### config.mk
export PLATFORM = sky130hd
export DESIGN_NAME = instruction_fetch_unit
export DESIGN_NICKNAME = d
export VERILOG_FILES = /design/src/rtl/instruction_fetch_unit.sv
export SDC_FILE = /design/constraint.sdc
export NUM_CORES = 1
export LEC_CHECK = 0
export BUFFER_PORTS_ARGS = -buffer_cell sky130_fd_sc_hd__buf_2
export CORE_ASPECT_RATIO = 0.6
export CORE_MARGIN = 1.5
export CORE_UTILIZATION = 45
export CTS_BUF_LIST = sky130_fd_sc_hd__clkbuf_8
export DETAILED_ROUTE_END_ITERATION = 8
export MAX_ROUTING_LAYER = met4
export PLACE_DENSITY = 0.74
export REMOVE_ABC_BUFFERS = 1
export SLEW_MARGIN = 20
export SYNTH_ARGS = -nofsm -noshare
export SYNTH_HDL_FRONTEND = slang
export SYNTH_SLANG_ARGS = --single-unit
### constraint.sdc
create_clock -name clk -period 2.46 [get_ports clk]
set_clock_uncertainty 0.2 [all_clocks]
set_input_delay 0.123 -clock clk [delete_from_list [all_inputs] [get_ports clk]]
set_output_delay 0.123 -clock clk [all_outputs]
set_load 0.005 [all_outputs]
### src/rtl/instruction_fetch_unit.sv
// Instruction fetch stage: owns the PC, drives the instruction-memory read address,
// and captures the returned word into the IF/ID register with freeze and branch-flush.
module instruction_fetch_unit #(
  parameter logic [31:0] RESET_PC  = 32'h0000_0000,
  parameter int          CNT_WIDTH = 32
) (
  input  logic                 clk,
  input  logic                 rst,
  input  logic                 freeze,
  input  logic                 branch_taken,
  input  logic [31:0]          branch_addr,
  output logic [31:0]          imem_addr,
  input  logic [31:0]          imem_data,
  output logic [31:0]          pc_out,
  output logic [31:0]          instruction,
  output logic                 valid,
  output logic [CNT_WIDTH-1:0] fetch_count
);

  typedef struct packed {
    logic [31:0] pc4;
    logic [31:0] instr;
    logic        vld;
  } ifid_t;

  // Only the word index is stored, so the address low bits are zero by construction.
  logic [29:0] pc_word;
  ifid_t       ifid;

  assign imem_addr   = {pc_word, 2'b00};
  assign pc_out      = ifid.pc4;
  assign instruction = ifid.instr;
  assign valid       = ifid.vld;

  always_ff @(posedge clk or negedge rst) begin
    if (!rst) begin
      pc_word     <= RESET_PC[31:2];
      ifid        <= '0;
      fetch_count <= '0;
    end else if (branch_taken) begin
      // Redirect wins over freeze; the wrong-path word on imem_data is dropped.
      pc_word     <= branch_addr[31:2];
      ifid        <= '0;
    end else if (!freeze) begin
      pc_word     <= pc_word + 30'd1;
      ifid.pc4    <= {pc_word + 30'd1, 2'b00};
      ifid.instr  <= imem_data;
      ifid.vld    <= 1'b1;
      fetch_count <= fetch_count + CNT_WIDTH'(1);
    end
  end

endmodule

==> metrics.csv <==
metric,value,unit
status,finished clean,
floorplan.core_area,13700,µm²
syn-instance-count,642,
die_y,95.2,µm
overflow,0,
io_pins,197,
post-route-period-util,95.9,%
setup-violations-final,0,
diodes,0,
path_class,flip-flop to flip-flop,
drt_wl_total,19500,µm
crit_fanout,7,
postLayoutCoreUtil,63.7,%
grt_max_degree,126,
dominantRegCellSynth,dfrtp_1,
drt_iter0_drc,605,
seq_area_frac_synth,49.1,%
fmaxAchievable,424,MHz
synth.distinct_cells,53,
grt_pass1_vias,5738,
start_kind,flip-flop,
layout_min_cycle_time,2.36,ns
drv_slew,0,
clkTransAtPathRegs,0.08,ns
critPathArrivalTime,2.50,ns
syn_area,6370,µm²
portBuffers,190,
cts_tree,yes,
cp.required,2.60,ns
start_util,46.3,%
vias,6160,
antenna_found_initial,0,
vias_per_cell,5.49,
setup_ws,0.100,ns
place_ws,0.0465,ns
wl_per_cell,17.3,µm
synthArstFlopShare,100,%
ir_drop,315,µV
clockBufferDepth,2,
die_w,157,µm
cts-root-buf,clkbuf_8,
antenna_left,0,
synth_edf_count,0,
clock-sinks,125,
drive_gt1_share,30.7,%
synth.ff_latch_count,125,
timing.critical_path.to_type,flip-flop,
firstDrtPassIters,5,
dp_hpwl,12800,µm
tns,0,ns
num_rows,33,
syn_to_final_growth,37.4,%
max_slew_margin,46.8,%
power_density,588,nW/µm²
clk_latency,0.44,ns
worstMarginPinSlew,0.798,ns
numCtsBuffers,17,
hold_violations,0,
leakagePower,4.15,nW
maxCapViolations,0,
grt_pass1_wl,30400,µm
avgSynthCellArea,9.92,µm²
rsz0062_at_grt,false,
drc_errors,0,
gp_congestion,0.850,
ys_warn_count,0,
hold_path.class,primary input to async pin,
grt_usage,27.5,%
die_area,14900,µm²
nets,989,
cts_max_level,4,
## cell usage after synthesis, drive strengths merged, types with 15 or more instances
library cell	n	share of area, %
o21ai	23	1.8
nand3	27	2.1
mux2i	32	5.0
or4	22	2.7
clkbuf	39	3.2
nand4	32	3.3
xnor2	37	5.1
nor2	81	4.8
dfrtp	125	49
buf	15	1.6
o31ai	16	1.9
nand2	47	2.8
## what timing repair did
action | CTS | global route
endpoints found under the setup margin | 0 | 5
endpoints found under the hold margin | 187 | 0
buffers inserted | 0 | 3
gates resized for setup | 0 | 4
hold buffers | 71 | 0
## logic make-up after synthesis
logic type	share of synthesized area, %
compound gates	10.1
mux	5.21
simple gates	23.0
buf+inv	5.17
xor+xnor	7.01
flops	49.1
other cells	0.0589
fa+ha+maj	0.393
## metal layers
layer	GRT usage (%)	share of wire [%]
met2	40.2	44
met1	37.9	46
met4	10.4	2.1
met3	5.50	7.5
met5	-	0
## cell usage in the layout (no fill, tap or decap), types with 14 or more instances in the layout
cell,synthesis,routed
nand3_1,27,27
o31ai_1,16,16
nor2_1,81,81
o21ai_0,23,23
buf_4,8,48
xnor2_1,37,37
mux2i_1,32,32
nand4_1,30,30
dlygate4sd3_1,0,71
or4_1,19,17
xor2_1,14,14
nand2_1,47,47
clkbuf_8,5,17
buf_2,3,189
a311oi_1,14,14
dfrtp_1,125,123
## path summary, 6_finish.rpt
| kind | from | cells after the start | endpoint | slack [ns] |
|---|---|---|---|---|
| min | rst | 3 | valid | 0.04 |
| min reg2reg | valid | 1 | valid | 0.28 |
| min in group clk | freeze | 4 | fetch_count[0] | 0.07 |
| max | pc_word[13] | 4 | pc_out[26] | 0.10 |
| max in group asynchronous | rst | 3 | fetch_count[29] | 1.34 |
| max reg2reg | pc_word[13] | 4 | pc_out[26] | 0.10 |
## registers in the layout, summed over array words and instances, names as in the netlist
name / flops
pc_word: 30
instruction: 32
fetch_count: 32
pc_out: 30
valid: 1
## stage by stage
stage                     hold slack, ns  std cells  cell area [µm²]  power [W]
after floorplan                   -0.373        591             6070    0.00274
after global placement            0.0787       1018             7620    0.00322
after detailed placement          0.0793       1018             7620    0.00324
after CTS                         0.0494       1120             8720    0.00516
after global routing              0.0798       1123             8750    0.00539
final                             0.0359       1123             8750    0.00515
## worst max-delay path, stage by stage, from the launching register on
cell	delay, ns
dfrtp_1	0.46
nand4_2	0.15
or4_1	0.70
or4_1	0.51
a311oi_1	0.25
## report_power, final
part / total (W) / leakage [nW] / switching [W] / internal, W
combinational: 0.000935 / 2.33 / 0.000474 / 0.000461
clock: 0.00183 / 0.200 / 0.000917 / 0.000918
sequential: 0.00238 / 1.62 / 0.000168 / 0.00221
total: 0.00515 / 4.15 / 0.00156 / 0.00359
## final cells by class
cell class | count | area [µm²]
clock inverters | 14 | 159
fillers | 1120 | 4990
inverters | 6 | 22.5
well taps | 192 | 240
multi-input cells | 460 | 2930
repair buffers | 309 | 2040
flip-flops and latches | 125 | 3130
clock buffers | 17 | 234
Power figures use the tool's default switching activity.
